--- config.mk ---
export PLATFORM = sky130hd
export DESIGN_NAME = bigmem_fifo_ctrl
export DESIGN_NICKNAME = d
export VERILOG_FILES = /design/src/rtl/bigmem_fifo_ctrl.sv
export SDC_FILE = /design/constraint.sdc
export NUM_CORES = 1
export LEC_CHECK = 0
export CAP_MARGIN = 20
export CORE_ASPECT_RATIO = 2
export CORE_MARGIN = 5
export CORE_UTILIZATION = 40
export DETAILED_ROUTE_END_ITERATION = 16
export PLACE_DENSITY_LB_ADDON = 0.12
export SLEW_MARGIN = 20
export SYNTH_ARGS = -nofsm -noshare
export SYNTH_HDL_FRONTEND = slang
export SYNTH_SLANG_ARGS = --single-unit
--- constraint.sdc ---
create_clock -name clk -period 4.3 [get_ports clk]
set_input_delay 0.43 -clock clk [delete_from_list [all_inputs] [get_ports clk]]
set_output_delay 0.43 -clock clk [all_outputs]
set_load 0.01 [all_outputs]
--- src/rtl/bigmem_fifo_ctrl.sv ---
// rtl/bigmem_fifo_ctrl.sv - ring-buffer FIFO initiator for the single-port sync-read sample memory
// Optional occupancy output `level` is built only when BIGMEM_FIFO_LEVEL_EN is defined.
module bigmem_fifo_ctrl #(
   parameter int                    ADDR_WIDTH = 23,
   parameter int                    DATA_WIDTH = 16,
   parameter int                    SIZE_LOG2  = 16,
   parameter logic [ADDR_WIDTH-1:0] BASE_ADDR  = '0
) (
   input  logic                  clk,
   input  logic                  reset_n,
   input  logic                  in_valid,
   output logic                  in_ready,
   input  logic [DATA_WIDTH-1:0] in_data,
   output logic                  out_valid,
   input  logic                  out_ready,
   output logic [DATA_WIDTH-1:0] out_data,
   output logic                  mem_we,
   output logic [ADDR_WIDTH-1:0] mem_addr,
   output logic [DATA_WIDTH-1:0] mem_din,
`ifdef BIGMEM_FIFO_LEVEL_EN
   output logic [SIZE_LOG2:0]    level,
`endif
   input  logic [DATA_WIDTH-1:0] mem_dout
);

   localparam logic [SIZE_LOG2:0] RING_WORDS = {1'b1, {SIZE_LOG2{1'b0}}};

   logic [SIZE_LOG2:0]    wr_ptr_q, wr_ptr_d;
   logic [SIZE_LOG2:0]    rd_ptr_q, rd_ptr_d;
   logic                  rd_pend_q, rd_pend_d;
   logic                  prio_q, prio_d;
   logic                  out_valid_q, out_valid_d;
   logic [DATA_WIDTH-1:0] out_data_q, out_data_d;

   logic [SIZE_LOG2:0]    fill;
   logic                  empty, full, rd_ok, in_ready_c, wr_issue, rd_issue;
   logic [SIZE_LOG2-1:0]  slot;

   always_comb begin
      fill       = wr_ptr_q - rd_ptr_q;
      empty      = (fill == '0);
      full       = (fill == RING_WORDS);
      rd_ok      = !empty && !rd_pend_q && (!out_valid_q || out_ready);
      // Write readiness never looks at in_valid, so the upstream handshake stays loop-free.
      in_ready_c = !full && (!rd_ok || !prio_q);
      wr_issue   = in_valid && in_ready_c;
      rd_issue   = rd_ok && !wr_issue;

      wr_ptr_d    = wr_ptr_q;
      rd_ptr_d    = rd_ptr_q;
      prio_d      = prio_q;
      rd_pend_d   = rd_issue;
      out_valid_d = out_valid_q;
      out_data_d  = out_data_q;

      if (wr_issue) begin
         wr_ptr_d = wr_ptr_q + 1'b1;
         prio_d   = 1'b1;
      end else if (rd_issue) begin
         rd_ptr_d = rd_ptr_q + 1'b1;
         prio_d   = 1'b0;
      end

      // A returning word refills the output register even while it is being popped.
      if (rd_pend_q) begin
         out_valid_d = 1'b1;
         out_data_d  = mem_dout;
      end else if (out_ready) begin
         out_valid_d = 1'b0;
      end

      slot     = wr_issue ? wr_ptr_q[SIZE_LOG2-1:0] : rd_ptr_q[SIZE_LOG2-1:0];
      mem_we   = wr_issue;
      mem_addr = BASE_ADDR | ADDR_WIDTH'(slot);
      mem_din  = in_data;
   end

   always_ff @(posedge clk or negedge reset_n) begin
      if (!reset_n) begin
         wr_ptr_q    <= '0;
         rd_ptr_q    <= '0;
         rd_pend_q   <= 1'b0;
         prio_q      <= 1'b0;
         out_valid_q <= 1'b0;
         out_data_q  <= '0;
      end else begin
         wr_ptr_q    <= wr_ptr_d;
         rd_ptr_q    <= rd_ptr_d;
         rd_pend_q   <= rd_pend_d;
         prio_q      <= prio_d;
         out_valid_q <= out_valid_d;
         out_data_q  <= out_data_d;
      end
   end

   assign in_ready  = in_ready_c;
   assign out_valid = out_valid_q;
   assign out_data  = out_data_q;

`ifdef BIGMEM_FIFO_LEVEL_EN
   logic [SIZE_LOG2:0] level_q, level_d;

   // Computed from next-state values so level matches the registers it describes.
   always_comb begin
      level_d = (wr_ptr_d - rd_ptr_d) + {{SIZE_LOG2{1'b0}}, rd_pend_d}
              + {{SIZE_LOG2{1'b0}}, out_valid_d};
   end

   always_ff @(posedge clk or negedge reset_n) begin
      if (!reset_n) level_q <= '0;
      else          level_q <= level_d;
   end

   assign level = level_q;
`endif

endmodule

---- Word level (Yosys, flattened, before mapping) ----
Cells that the tools add are included.
storage, ports and cells
  bits in writable memories ............... 0
  memories ................................ 0
  flip-flop bits (word level) ............. 53
  word-level logic and storage cells ...... 34
  output and inout port bits .............. 58
  bits in read-only memories .............. 0
  input bits .............................. 36
  bits in latches ......................... 0
cells by class
  divide/modulo/power cells ............... 0
  add/subtract/negate cells ............... 3
  reductions and logical operators ........ 18
  shift operators ......................... 0
  $mul .................................... 0
  magnitude comparators ................... 0
  multiplexer cells ....................... 5
  bitwise operators ....................... 1
  eq/ne operators ......................... 1
operator list
  kind                     number
  $add A17 B1 Y17 const B  2
  $eq A17 B17 Y1 const B   1
  $logic_not A17 Y1        1
  $sub A17 B17 Y17         1
  $mux W16                 1
  $logic_not A1 Y1         7
  $logic_and A1 B1 Y1      5
  $mux W1                  4
  $reduce_bool A2 Y1       2
  $logic_or A1 B1 Y1       2
  $reduce_and A2 Y1        1
  $not A1 Y1               1

---- Longest topological paths before layout ----
Gate-level depths: netlist (run 1).
  word-level depth ........................ 13
  depth in mapped cells ................... 15
  depth with buffers taken out ............ 12

---- Worst setup path before layout (run 1) ----
Ideal clock, no wire load.
  kind .................................... register -> output
  from .................................... register wr_ptr_q[2]
  to ...................................... output mem_addr[10]
  slack ................................... 652 ps
  buffers on the path ..................... 2
  arrival time ............................ 3218 ps
  data required time ...................... 3870 ps
  cell stages (with the launch flop) ...... 13
  path through ............................ dfrtp_1 ha_1 o211a_1 o31a_1 o21ai_0 mux2_2 a211oi_1 nand4_1 nor4_4 mux2i_1 buf_2 clkbuf_1 o21ai_0
on the way
  cells in the longest elaborated chain, start to end .. 10
  elaborated cells on any way between the ends .. 12
  classes of those cells .................. add/sub: 1; eq/ne: 1; mux: 1; reduce/logical: 9
ends and longest elaborated chain
  element                           line  text
  start: declaration                28    logic [SIZE_LOG2:0] wr_ptr_q, wr_ptr_d;
  start signal: assignment          87    wr_ptr_q <= wr_ptr_d;
  $sub A17 B17 Y17 (*)              40    fill = wr_ptr_q - rd_ptr_q;
  $logic_not A17 Y1                 41    empty = (fill == '0);
  $logic_not A1 Y1                  43    rd_ok = !empty && !rd_pend_q && (!out_valid_q || out_ready);
  $logic_and A1 B1 Y1 (2 in a row)  43
  $logic_not A1 Y1                  45    in_ready_c = !full && (!rd_ok || !prio_q);
  $logic_or A1 B1 Y1                45
  $logic_and A1 B1 Y1 (*)           45
  $logic_and A1 B1 Y1 (*)           46    wr_issue = in_valid && in_ready_c;
  named net mem_we                  17    output logic mem_we,
  $mux W16 (*)                      72    slot = wr_issue ? wr_ptr_q[SIZE_LOG2-1:0] : rd_ptr_q[SIZE_LOG2-1:0];
  end: declaration                  18    output logic [ADDR_WIDTH-1:0] mem_addr,
The timed path passes the listed nets; every way through them passes the cells marked *.

---- Final worst setup path (run 1) ----
  from .................................... register wr_ptr_q[5]
  to ...................................... output mem_addr[15]
on the way
  cells in the longest elaborated chain, start to end .. 10
  elaborated cells on any way between the ends .. 12
  classes of those cells .................. add/sub: 1; eq/ne: 1; mux: 1; reduce/logical: 9
ends and longest elaborated chain
  element                           line
  $sub A17 B17 Y17 (*)              40
  $logic_not A17 Y1                 41
  $logic_not A1 Y1                  43
  $logic_and A1 B1 Y1 (2 in a row)  43
  $logic_not A1 Y1                  45
  $logic_or A1 B1 Y1                45
  $logic_and A1 B1 Y1 (*)           45
  $logic_and A1 B1 Y1 (*)           46
  $mux W16 (*)                      72
Mark *: on every way between the ends. The rest lies on a longest branch, timed or not.

==> impl_metrics.env, run 1 <==
export IMPL_status="completed"
export IMPL_hold_viol=0
export IMPL_hold_class="input port to asynchronous set/reset pin"
export IMPL_cap_violations=0
export IMPL_chipHeight_um=142
export IMPL_setup_worst_path_class="register to output port"
export IMPL_cts_sinks=53
export IMPL_finalSetupViolCount=0
export IMPL_vias_per_cell=5.46
export IMPL_power_density_nw_per_um2=600
export IMPL_cts_tree="yes"
export IMPL_arrival_ns=3.73
export IMPL_power_frac_seq_pct=27.9
export IMPL_tns_ns=0
export IMPL_syn_inst=375
export IMPL_r2r_start="wr_ptr_q[5]$_DFFE_PN0P_"
export IMPL_wirelength_um=9640
export IMPL_ys_types=51
export IMPL_syn_cell_area_um2=3500
export IMPL_cp_max_fo=10
export IMPL_path_buf_inv=6
export IMPL_cts_root_buf="clkbuf_16"
export IMPL_synth_edf_count=0
export IMPL_htree_levels=2
export IMPL_ctsHoldBuffers=0
export IMPL_cts_buffers_inserted=5
export IMPL_ios=94
export IMPL_vdd_ir_drop_max_uv=349
export IMPL_r2r_slack_ns=0.49
export IMPL_worst_path_largest_cell_delay_ns=0.39
export IMPL_fin_skew_ns=0.00491
export IMPL_start_util_pct=40.7
export IMPL_rows=48
export IMPL_dp_final_hpwl_um=7210
export IMPL_cts_buffer_depth=2
export IMPL_die_w_um=76.1
export IMPL_hold_ws_ns=0.265
export IMPL_clk_pin_slew_ns=0.07
export IMPL_yosys_warnings=0
export IMPL_dieArea_um2=10800
export IMPL_p_leak_nw=1.99
export IMPL_p_comb_share_pct=54.8
export IMPL_place_congestion=0.876
export IMPL_clock_latency_ns=0.29
export IMPL_vias=3018
export IMPL_ys_ff_latch=53
export IMPL_port_buffers=54
export IMPL_avgRoutedWirePerCell_um=17.4
export IMPL_fin_nets=506
export IMPL_max_freq_ghz=0.240
export IMPL_drv_slew=0
export IMPL_synth_async_reset_ratio_pct=100
export IMPL_critical_path_top_delay_family="buffers and inverters"
export IMPL_fp_coreArea_um2=8590
export IMPL_min_period_ns=4.16
export IMPL_synth_flop_cell="dfrtp_1"
export IMPL_antenna_found_initial=0
export IMPL_grt_pass1_vias=3106
export IMPL_initialDrtViolationCount=141
export IMPL_grt_use_total_pct=17.6
export IMPL_p_clk_share_pct=17.3
export IMPL_path_depth=16
export IMPL_end_kind="output port"
export IMPL_drive_gt1_share_pct=25.6
export IMPL_fin_crit_sh_pct=96.8
export IMPL_drcViolationCount=0
export IMPL_p_sw_share_pct=36.7
export IMPL_r2r_end="wr_ptr_q[14]$_DFFE_PN0P_"
export IMPL_switching_power_w=0.00102
export IMPL_crit_path_top_delay_cell="dfrtp_1"
export IMPL_p_int_w=0.00176
export IMPL_first_pass_iters=4
export IMPL_area_growth_pct=32.4
export IMPL_n_antenna_cell=0
export IMPL_filler_cell_count=798
export IMPL_cp_start_kind="register"
export IMPL_path_cells="ha_1, and4_1, o21ai_0, a31oi_1, buf_4, o21ai_4, a31o_2, xnor2_1, nor4_4, mux2i_4, buf_6, buf_6, buf_16, buf_4, o21ai_0, buf_2"
export IMPL_ant_nets=0
export IMPL_avgSynthCellArea_um2=9.33
export IMPL_worst_slew_pin_slew_ns=0.703
export IMPL_ys_seq_area_share_pct=37.9
export IMPL_grt_max_degree=54
export IMPL_cp_required_ns=3.87
export IMPL_rsz0062_at_grt="no"
export IMPL_slew_headroom_pct=53.1
export IMPL_grt_pass1_wl_um=15400
export IMPL_overflow=0
export IMPL_r2r_cells=16
==> what timing repair did <==
action,in CTS,in global routing
gates resized for setup,89,12
cloned,3,0
setup endpoints to repair,17,18
pin swaps,7,7
setup buffers,7,4
==> sequential cells by signal, indices dropped and copies added (netlist names) <==
register,count
out_valid,1
rd_pend_q,1
prio_q,1
rd_ptr_q,17
wr_ptr_q,17
out_data,16
==> cell type report <==
| cell class | instances | area, µm² | area share [%] |
|---|---|---|---|
| timing repair buffer | 98 | 901 | 19.5 |
| multi-input combinational | 269 | 2010 | 43.4 |
| inverter | 25 | 93.8 | 2.03 |
| clock buffer | 6 | 139 | 3.00 |
| clock inverter | 2 | 37.5 | 0.811 |
| tap | 100 | 125 | 2.70 |
| sequential | 53 | 1330 | 28.6 |
==> stage by stage <==
stage                     total power [W]  utilization (%)  worst slack (ns)  std cells  cell area (µm²)
after global routing              0.00294             53.9           0.00409        553             4630
after floorplan                   0.00157                -             0.652        381             3520
final                             0.00278             53.9             0.139        553             4630
after global placement            0.00208             49.0             0.106        531             4210
after detailed placement          0.00210             49.0         -0.000613        531             4210
after CTS                         0.00276             53.0            0.0128        549             4550
==> cells in the mapped netlist (2+ instances only) <==
cell type / instances / area [µm²]
a211oi_1: 2 / 15.0
a21boi_0: 3 / 22.5
a21o_1: 2 / 15.0
a21oi_1: 16 / 80.1
a31oi_1: 2 / 12.5
and3_1: 5 / 31.3
buf_2: 2 / 10.0
buf_4: 23 / 173
clkbuf_1: 7 / 26.3
dfrtp_1: 53 / 1330
ha_1: 18 / 225
inv_1: 25 / 93.8
mux2_2: 21 / 236
mux2i_1: 4 / 40.0
nand2_1: 31 / 116
nand2b_1: 3 / 18.8
nand3_1: 11 / 55.1
nand4_1: 17 / 106
nor2_1: 15 / 56.3
nor2b_1: 3 / 18.8
nor3_1: 10 / 50.1
nor3b_1: 3 / 22.5
nor4_1: 7 / 43.8
nor4b_1: 2 / 17.5
o211ai_1: 2 / 15.0
o21a_1: 2 / 15.0
o21ai_0: 24 / 120
o31a_1: 2 / 17.5
xnor2_1: 34 / 298
xor2_1: 5 / 43.8
==> worst max-delay path by stage <==
| stage | start | to |
|---|---|---|
| floorplan | wr_ptr_q[2]$_DFFE_PN0P_ | mem_addr[10] |
| global placement | rd_ptr_q[2]$_DFFE_PN0P_ | mem_addr[0] |
| detailed placement | rd_ptr_q[1]$_DFFE_PN0P_ | mem_addr[0] |
| CTS | wr_ptr_q[4]$_DFFE_PN0P_ | mem_addr[15] |
| global route | wr_ptr_q[5]$_DFFE_PN0P_ | mem_addr[15] |
| finish | wr_ptr_q[5]$_DFFE_PN0P_ | mem_addr[15] |
==> power by group through the flow <==
stage	registers [W]	clock network (W)	logic (W)
CTS	0.000777	0.000489	0.00150
global placement	0.000775	0	0.00131
global route	0.000797	0.000504	0.00164
detailed placement	0.000782	0	0.00132
floorplan	0.000797	0	0.000776
finish	0.000775	0.000479	0.00152
==> worst register-to-register path, delay by kind of cell (launching register included) <==
kind,cells,cell delay (ns)
and+or+nand+nor,3,0.80
buffers and inverters,5,0.72
AOI/OAI and AO/OA,4,0.67
DFF,1,0.39
adders and majority gates,1,0.39
xor gates and xnor gates,2,0.39
muxes,1,0.37
==> routing by layer <==
metal / vias up / track usage (%) / wire length [µm] / part of all wire (%)
met3: 22 / 2.34 / 336 / 3.5
met1: 1469 / 18.7 / 3690 / 38
met5: - / 0 / 0 / 0
li1: 1448 / - / - / -
met2: 79 / 32.9 / 5190 / 54
met4: 0 / 9.31 / 422 / 4.4
==> cell usage in the layout, fill, tap and decap left out, types with 3 or more instances in the layout <==
| master | instances |
|---|---|
| and3_1 | 5 |
| mux2_2 | 21 |
| nor3_1 | 10 |
| buf_4 | 36 |
| inv_2 | 3 |
| nor4_1 | 7 |
| xnor2_1 | 34 |
| nand3_1 | 11 |
| nand2_1 | 31 |
| mux2i_1 | 3 |
| inv_1 | 22 |
| a21oi_1 | 12 |
| o21ai_0 | 21 |
| o21ai_2 | 3 |
| buf_2 | 15 |
| nor2_1 | 15 |
| ha_1 | 13 |
| clkbuf_16 | 5 |
| clkdlybuf4s50_1 | 36 |
| nand4_1 | 17 |
| a21oi_2 | 3 |
| nand2b_1 | 3 |
| xor2_1 | 5 |
| buf_6 | 3 |
| clkdlybuf4s15_2 | 3 |
| dfrtp_1 | 53 |
| ha_4 | 4 |
| conb_1 | 7 |
| nor3b_1 | 3 |
==> cells by family after synthesis <==
kind of cell	count (synthesis)	synth area share [%]
compound gates	65	11.4
xor+xnor	39	9.77
fa+ha+maj	18	6.44
buf+inv	59	9.09
flops	53	37.9
mux	25	7.91
other cells	1	0.107
simple gates	115	17.4
Note: power is estimated with default switching activity, not from simulation.
==> run 2, diff against run 1 <==
--- a/config.mk
+++ b/config.mk
@@ -8,7 +8,7 @@
 export CAP_MARGIN = 20
 export CORE_ASPECT_RATIO = 2
 export CORE_MARGIN = 5
-export CORE_UTILIZATION = 40
+export CORE_UTILIZATION = 49
 export DETAILED_ROUTE_END_ITERATION = 16
 export PLACE_DENSITY_LB_ADDON = 0.12
 export SLEW_MARGIN = 20
==> run 2 against run 1 <==
Critical endpoint is now in_ready. Setup slack hardly changed. Largest power group unchanged. Critical path type unchanged. Combinational power hardly changed. First-iteration DRC count is 20% lower. Flip-flop and latch count stayed put.
==> impl_metrics.env, run 2 (synthesis gave the netlist of run 1 again) <==
export IMPL_status="completed"
export IMPL_clock_latency_ns=0.30
export IMPL_fin_nets=495
export IMPL_slew_headroom_pct=54.0
export IMPL_wirelength_um=9260
export IMPL_ios=94
export IMPL_htree_levels=2
export IMPL_cap_violations=0
export IMPL_cts_tree="yes"
export IMPL_n_antenna_cell=0
export IMPL_area_growth_pct=27.3
export IMPL_grt_max_degree=54
export IMPL_vias_per_cell=5.55
export IMPL_grt_pass1_vias=3116
export IMPL_cp_start_kind="register"
export IMPL_avgRoutedWirePerCell_um=17.4
export IMPL_cts_sinks=53
export IMPL_port_buffers=54
export IMPL_ant_nets=0
export IMPL_hold_viol=0
export IMPL_hold_ws_ns=0.256
export IMPL_layout_commonest_cell="dfrtp_1"
export IMPL_fin_crit_sh_pct=96.8
export IMPL_cts_root_buf="clkbuf_16"
export IMPL_chipHeight_um=129
export IMPL_cts_buffers_inserted=5
export IMPL_start_util_pct=50.4
export IMPL_antenna_found_initial=0
export IMPL_arrival_ns=3.73
export IMPL_clk_pin_slew_ns=0.07
export IMPL_grt_pass1_wl_um=14900
export IMPL_vdd_ir_drop_max_uv=378
export IMPL_r2r_end="wr_ptr_q[15]$_DFFE_PN0P_"
export IMPL_initialDrtViolationCount=113
export IMPL_grt_use_total_pct=21.0
export IMPL_rows=43
export IMPL_power_total_w=0.00266
export IMPL_instances_no_fill=532
export IMPL_hold_class="input port to asynchronous set/reset pin"
export IMPL_drive_gt1_share_pct=24.2
export IMPL_max_freq_ghz=0.240
export IMPL_min_period_ns=4.16
export IMPL_placed_cells=517
export IMPL_setup_worst_path_class="register to output port"
export IMPL_first_pass_iters=4
export IMPL_place_congestion=0.922
export IMPL_r2r_slack_ns=0.67
export IMPL_startpoint="rd_ptr_q[4]$_DFFE_PN0P_"
export IMPL_regArea_um2=1330
export IMPL_fp_coreArea_um2=6940
export IMPL_drcViolationCount=0
export IMPL_r2r_start="rd_ptr_q[4]$_DFFE_PN0P_"
export IMPL_drv_slew=0
export IMPL_power_density_nw_per_um2=597
export IMPL_filler_cell_count=599
export IMPL_layout_common_cells="dfrtp_1 (53), clkdlybuf4s50_1 (36), xnor2_1 (34)"
export IMPL_cts_buffer_depth=2
export IMPL_dieArea_um2=9030
export IMPL_fin_skew_ns=0.0113
export IMPL_worst_slew_pin_slew_ns=0.685
export IMPL_cp_max_fo=6
export IMPL_overflow=0
export IMPL_cp_required_ns=3.87
export IMPL_multi_input_area_um2=1980
export IMPL_end_kind="output port"
export IMPL_vias=2950
export IMPL_p_leak_nw=1.93
export IMPL_finalSetupViolCount=0
export IMPL_dp_final_hpwl_um=6900
export IMPL_die_w_um=69.7
export IMPL_r2r_cells=15
-- run 2: power breakdown --
group	switching (W)	internal, W	total [W]	leakage [nW]
sequential	0.000124	0.000651	0.000775	0.664
combinational	0.000716	0.000771	0.00149	1.20
clock	0.000180	0.000214	0.000394	0.0696
total	0.00102	0.00164	0.00266	1.93
-- run 2: worst max path at each step --
stage | cells after the start | endpoint | slack [ns]
2_1_floorplan | 12 | mem_addr[10] | 0.65
3_3_place_gp | 13 | mem_addr[0] | 0.03
3_5_place_dp | 13 | mem_addr[0] | -0.05
4_1_cts | 14 | mem_addr[0] | 0.02
5_1_grt | 15 | mem_addr[15] | -0.02
6_report | 13 | in_ready | 0.14
-- run 2: timing repair --
item,4_1_cts,5_1_grt
resized for setup,92,11
pin swaps,7,3
gates cloned,3,0
endpoints found under the setup margin,17,18
hold buffers,0,0
setup buffers,3,1
-- run 2: metrics by stage --
step	cell area, µm²	setup WS (ns)	TNS, ns	utilization (%)
2_1_floorplan	3520	0.652	0	-
3_3_place_gp	4160	0.0259	0	60.0
3_5_place_dp	4160	-0.0533	-0.0533	60.0
4_1_cts	4410	0.0210	0	63.6
5_1_grt	4450	-0.0189	-0.0281	64.1
6_report	4450	0.139	0	64.1
-- run 2: area by class of cell --
cell class,count,share of cell area [%]
timing repair buffer,87,17.8
sequential,53,29.8
tap,90,2.53
clock buffer,5,2.81
inverter,25,2.11
clock inverter,3,0.393
multi-input combinational,269,44.6
-- run 2: worst max-delay path, stage by stage, from the launching register on --
cell and delay (ns):
dfrtp_1 0.40, inv_2 0.08, ha_2 0.39, o211a_1 0.17, o31a_1 0.22, nor2b_1 0.08, xnor2_1 0.16, a2111oi_2 0.34
nand4_1 0.22, nor4_4 0.30, buf_4 0.18, buf_4 0.11, mux2_2 0.32, clkdlybuf4s50_1 0.47
-- run 2: per-layer routing --
layer / vias to the layer above / wire length, µm / GRT usage, %
met5: - / 0 / 0
met4: 0 / 431 / 13.4
met3: 31 / 373 / 3.26
met2: 94 / 4920 / 38.3
met1: 1410 / 3540 / 22.2
li1: 1415 / - / -
==> run 3, diff against run 2 <==
--- a/config.mk
+++ b/config.mk
@@ -11,6 +11,7 @@
 export CORE_UTILIZATION = 49
 export DETAILED_ROUTE_END_ITERATION = 16
 export PLACE_DENSITY_LB_ADDON = 0.12
+export SETUP_SLACK_MARGIN = 0.5
 export SLEW_MARGIN = 20
 export SYNTH_ARGS = -nofsm -noshare
 export SYNTH_HDL_FRONTEND = slang
==> run 3 against run 2 <==
Register-to-register slack lost 0.09 ns. Clock skew is essentially flat. Critical path depth grew 1. First-iteration DRC count grew 36%. Critical path type unchanged. Critical endpoint is now mem_addr[0]. Largest cell class unchanged.
==> impl_metrics.env, run 3 (synthesis gave the netlist of run 1 again) <==
export IMPL_status="completed"
export IMPL_layout_common_cells="dfrtp_1 (52), clkdlybuf4s50_1 (35), xnor2_1 (34)"
export IMPL_overflow=0
export IMPL_worst_slew_pin_slew_ns=0.663
export IMPL_multi_input_area_um2=2100
export IMPL_first_pass_iters=4
export IMPL_worst_slack_ns=0.254
export IMPL_drive_gt1_share_pct=29.6
export IMPL_power_density_nw_per_um2=597
export IMPL_regArea_um2=1330
export IMPL_cts_sinks=53
export IMPL_vdd_ir_drop_max_uv=369
export IMPL_dieArea_um2=9030
export IMPL_min_period_ns=4.05
export IMPL_grt_pass1_vias=3152
export IMPL_switching_power_w=0.00108
export IMPL_cap_violations=0
export IMPL_crit_top_cell="buf_6"
export IMPL_vias=3049
export IMPL_avgRoutedWirePerCell_um=18.0
export IMPL_layout_commonest_cell="dfrtp_1"
export IMPL_setup_worst_path_class="register to output port"
export IMPL_p_comb_share_pct=58.2
export IMPL_cts_tree="yes"
export IMPL_chipHeight_um=129
export IMPL_p_clk_share_pct=14.0
export IMPL_cts_root_buf="clkbuf_16"
export IMPL_cp_max_fo=6
export IMPL_rows=43
export IMPL_port_buffers=54
export IMPL_drv_slew=0
export IMPL_path_buf_inv=4
export IMPL_clk_pin_slew_ns=0.07
export IMPL_die_w_um=69.7
export IMPL_placed_area_um2=4160
export IMPL_htree_levels=2
export IMPL_r2r_slack_ns=0.58
export IMPL_fin_crit_sh_pct=94.1
export IMPL_finalSetupViolCount=0
export IMPL_clock_latency_ns=0.30
export IMPL_fp_coreArea_um2=6940
export IMPL_grt_pass1_wl_um=15300
export IMPL_pre_cts_slack_ns=-0.0533
export IMPL_power_total_w=0.00282
export IMPL_place_congestion=0.922
export IMPL_dp_final_hpwl_um=6900
export IMPL_cp_start_kind="register"
export IMPL_filler_cell_count=542
export IMPL_initialDrtViolationCount=154
export IMPL_end_kind="output port"
export IMPL_slew_headroom_pct=55.4
export IMPL_rsz0062_at_grt="yes"
export IMPL_p_sw_share_pct=38.2
export IMPL_cts_buffer_depth=2
export IMPL_worst_path_largest_cell_delay_ns=0.44
export IMPL_cp_required_ns=3.87
export IMPL_n_antenna_cell=0
export IMPL_p_leak_nw=2.05
export IMPL_r2r_start="rd_ptr_q[3]$_DFFE_PN0P_"
export IMPL_start_util_pct=50.4
export IMPL_fin_skew_ns=0.0114
export IMPL_ios=94
export IMPL_antenna_found_initial=0
export IMPL_grt_max_degree=54
export IMPL_max_freq_ghz=0.247
export IMPL_hold_class="input port to asynchronous set/reset pin"
export IMPL_area_growth_pct=35.0
export IMPL_fin_nets=506
export IMPL_startpoint="rd_ptr_q[3]$_DFFE_PN0P_"
export IMPL_ant_nets=0
export IMPL_critical_path_top_delay_family="simple AND/OR/NAND/NOR gates"
export IMPL_grt_use_total_pct=21.5
export IMPL_arrival_ns=3.62
export IMPL_path_cells="inv_2, ha_4, a21oi_2, nand3b_1, a31oi_2, or3_1, a211oi_2, nand4_1, nor4_4, mux2i_4, buf_6, buf_12, mux2_4, buf_6"
export IMPL_drcViolationCount=0
export IMPL_wirelength_um=9790
export IMPL_power_frac_seq_pct=27.8
export IMPL_p_int_w=0.00174
export IMPL_ctsHoldBuffers=0
export IMPL_cts_buffers_inserted=5
export IMPL_hold_viol=0
export IMPL_final_area_um2=4720
export IMPL_crit_path_top_delay_cell="dfrtp_2"
export IMPL_vias_per_cell=5.62
[run 3: cell types whose count changed in the layout (fill, tap and decap cells not counted), moves of 4 or more]
cell / before / now
buf_16: 1 / 5
buf_4: 27 / 31
buf_6: 2 / 10
ha_4: 2 / 7
nand2_1: 31 / 26
o21ai_0: 21 / 15
[run 3: layer usage]
metal	global-route usage (%)	share of wire, %	wire [µm]
met2	39.2	54	5320
met5	0	0	0
met1	22.4	36	3550
met3	3.26	4.3	416
met4	15.0	5.1	503
[run 3: path summary, 6_finish.rpt]
path | depth (start not counted) | end
worst max-delay path | 14 | mem_addr[0]
worst min-delay path | 2 | rd_ptr_q[14]$_DFFE_PN0P_
worst max register to register | 16 | wr_ptr_q[14]$_DFFE_PN0P_
worst min register to register | 1 | rd_ptr_q[16]$_DFFE_PN0P_
max in group asynchronous | 2 | rd_ptr_q[3]$_DFFE_PN0P_
min in group clk | 1 | rd_ptr_q[16]$_DFFE_PN0P_
[run 3: what timing repair did]
action | in CTS | in global routing
endpoints found under the setup margin | 18 | 38
gates resized for setup | 128 | 24
setup buffers | 8 | 5
pin swaps | 9 | 10
cloned | 5 | 0
[run 3: cell type report]
type / instances / share of cell area [%]
multi-input combinational: 269 / 44.4
sequential: 53 / 28.1
timing repair buffer: 98 / 20.1
clock buffer: 5 / 2.65
tap: 90 / 2.39
inverter: 25 / 1.99
clock inverter: 3 / 0.371
[run 3: through the flow]
| stage | utilization, % | hold WS (ns) | TNS (ns) | instances |
|---|---|---|---|---|
| after floorplan | - | 0.134 | 0 | 381 |
| after global placement | 60.0 | 0.480 | 0 | 517 |
| after detailed placement | 60.0 | 0.477 | -0.0533 | 517 |
| after CTS | 65.9 | 0.275 | 0 | 538 |
| after global routing | 68.0 | 0.313 | 0 | 543 |
| final | 68.0 | 0.256 | 0 | 543 |
[run 3: power by group through the flow]
stage	Clock [W]	Combinational, W	Sequential [W]
2_1_floorplan	0	0.000776	0.000797
3_3_place_gp	0	0.00131	0.000768
3_5_place_dp	0	0.00133	0.000776
4_1_cts	0.000404	0.00157	0.000777
5_1_grt	0.000424	0.00175	0.000805
6_report	0.000395	0.00164	0.000782
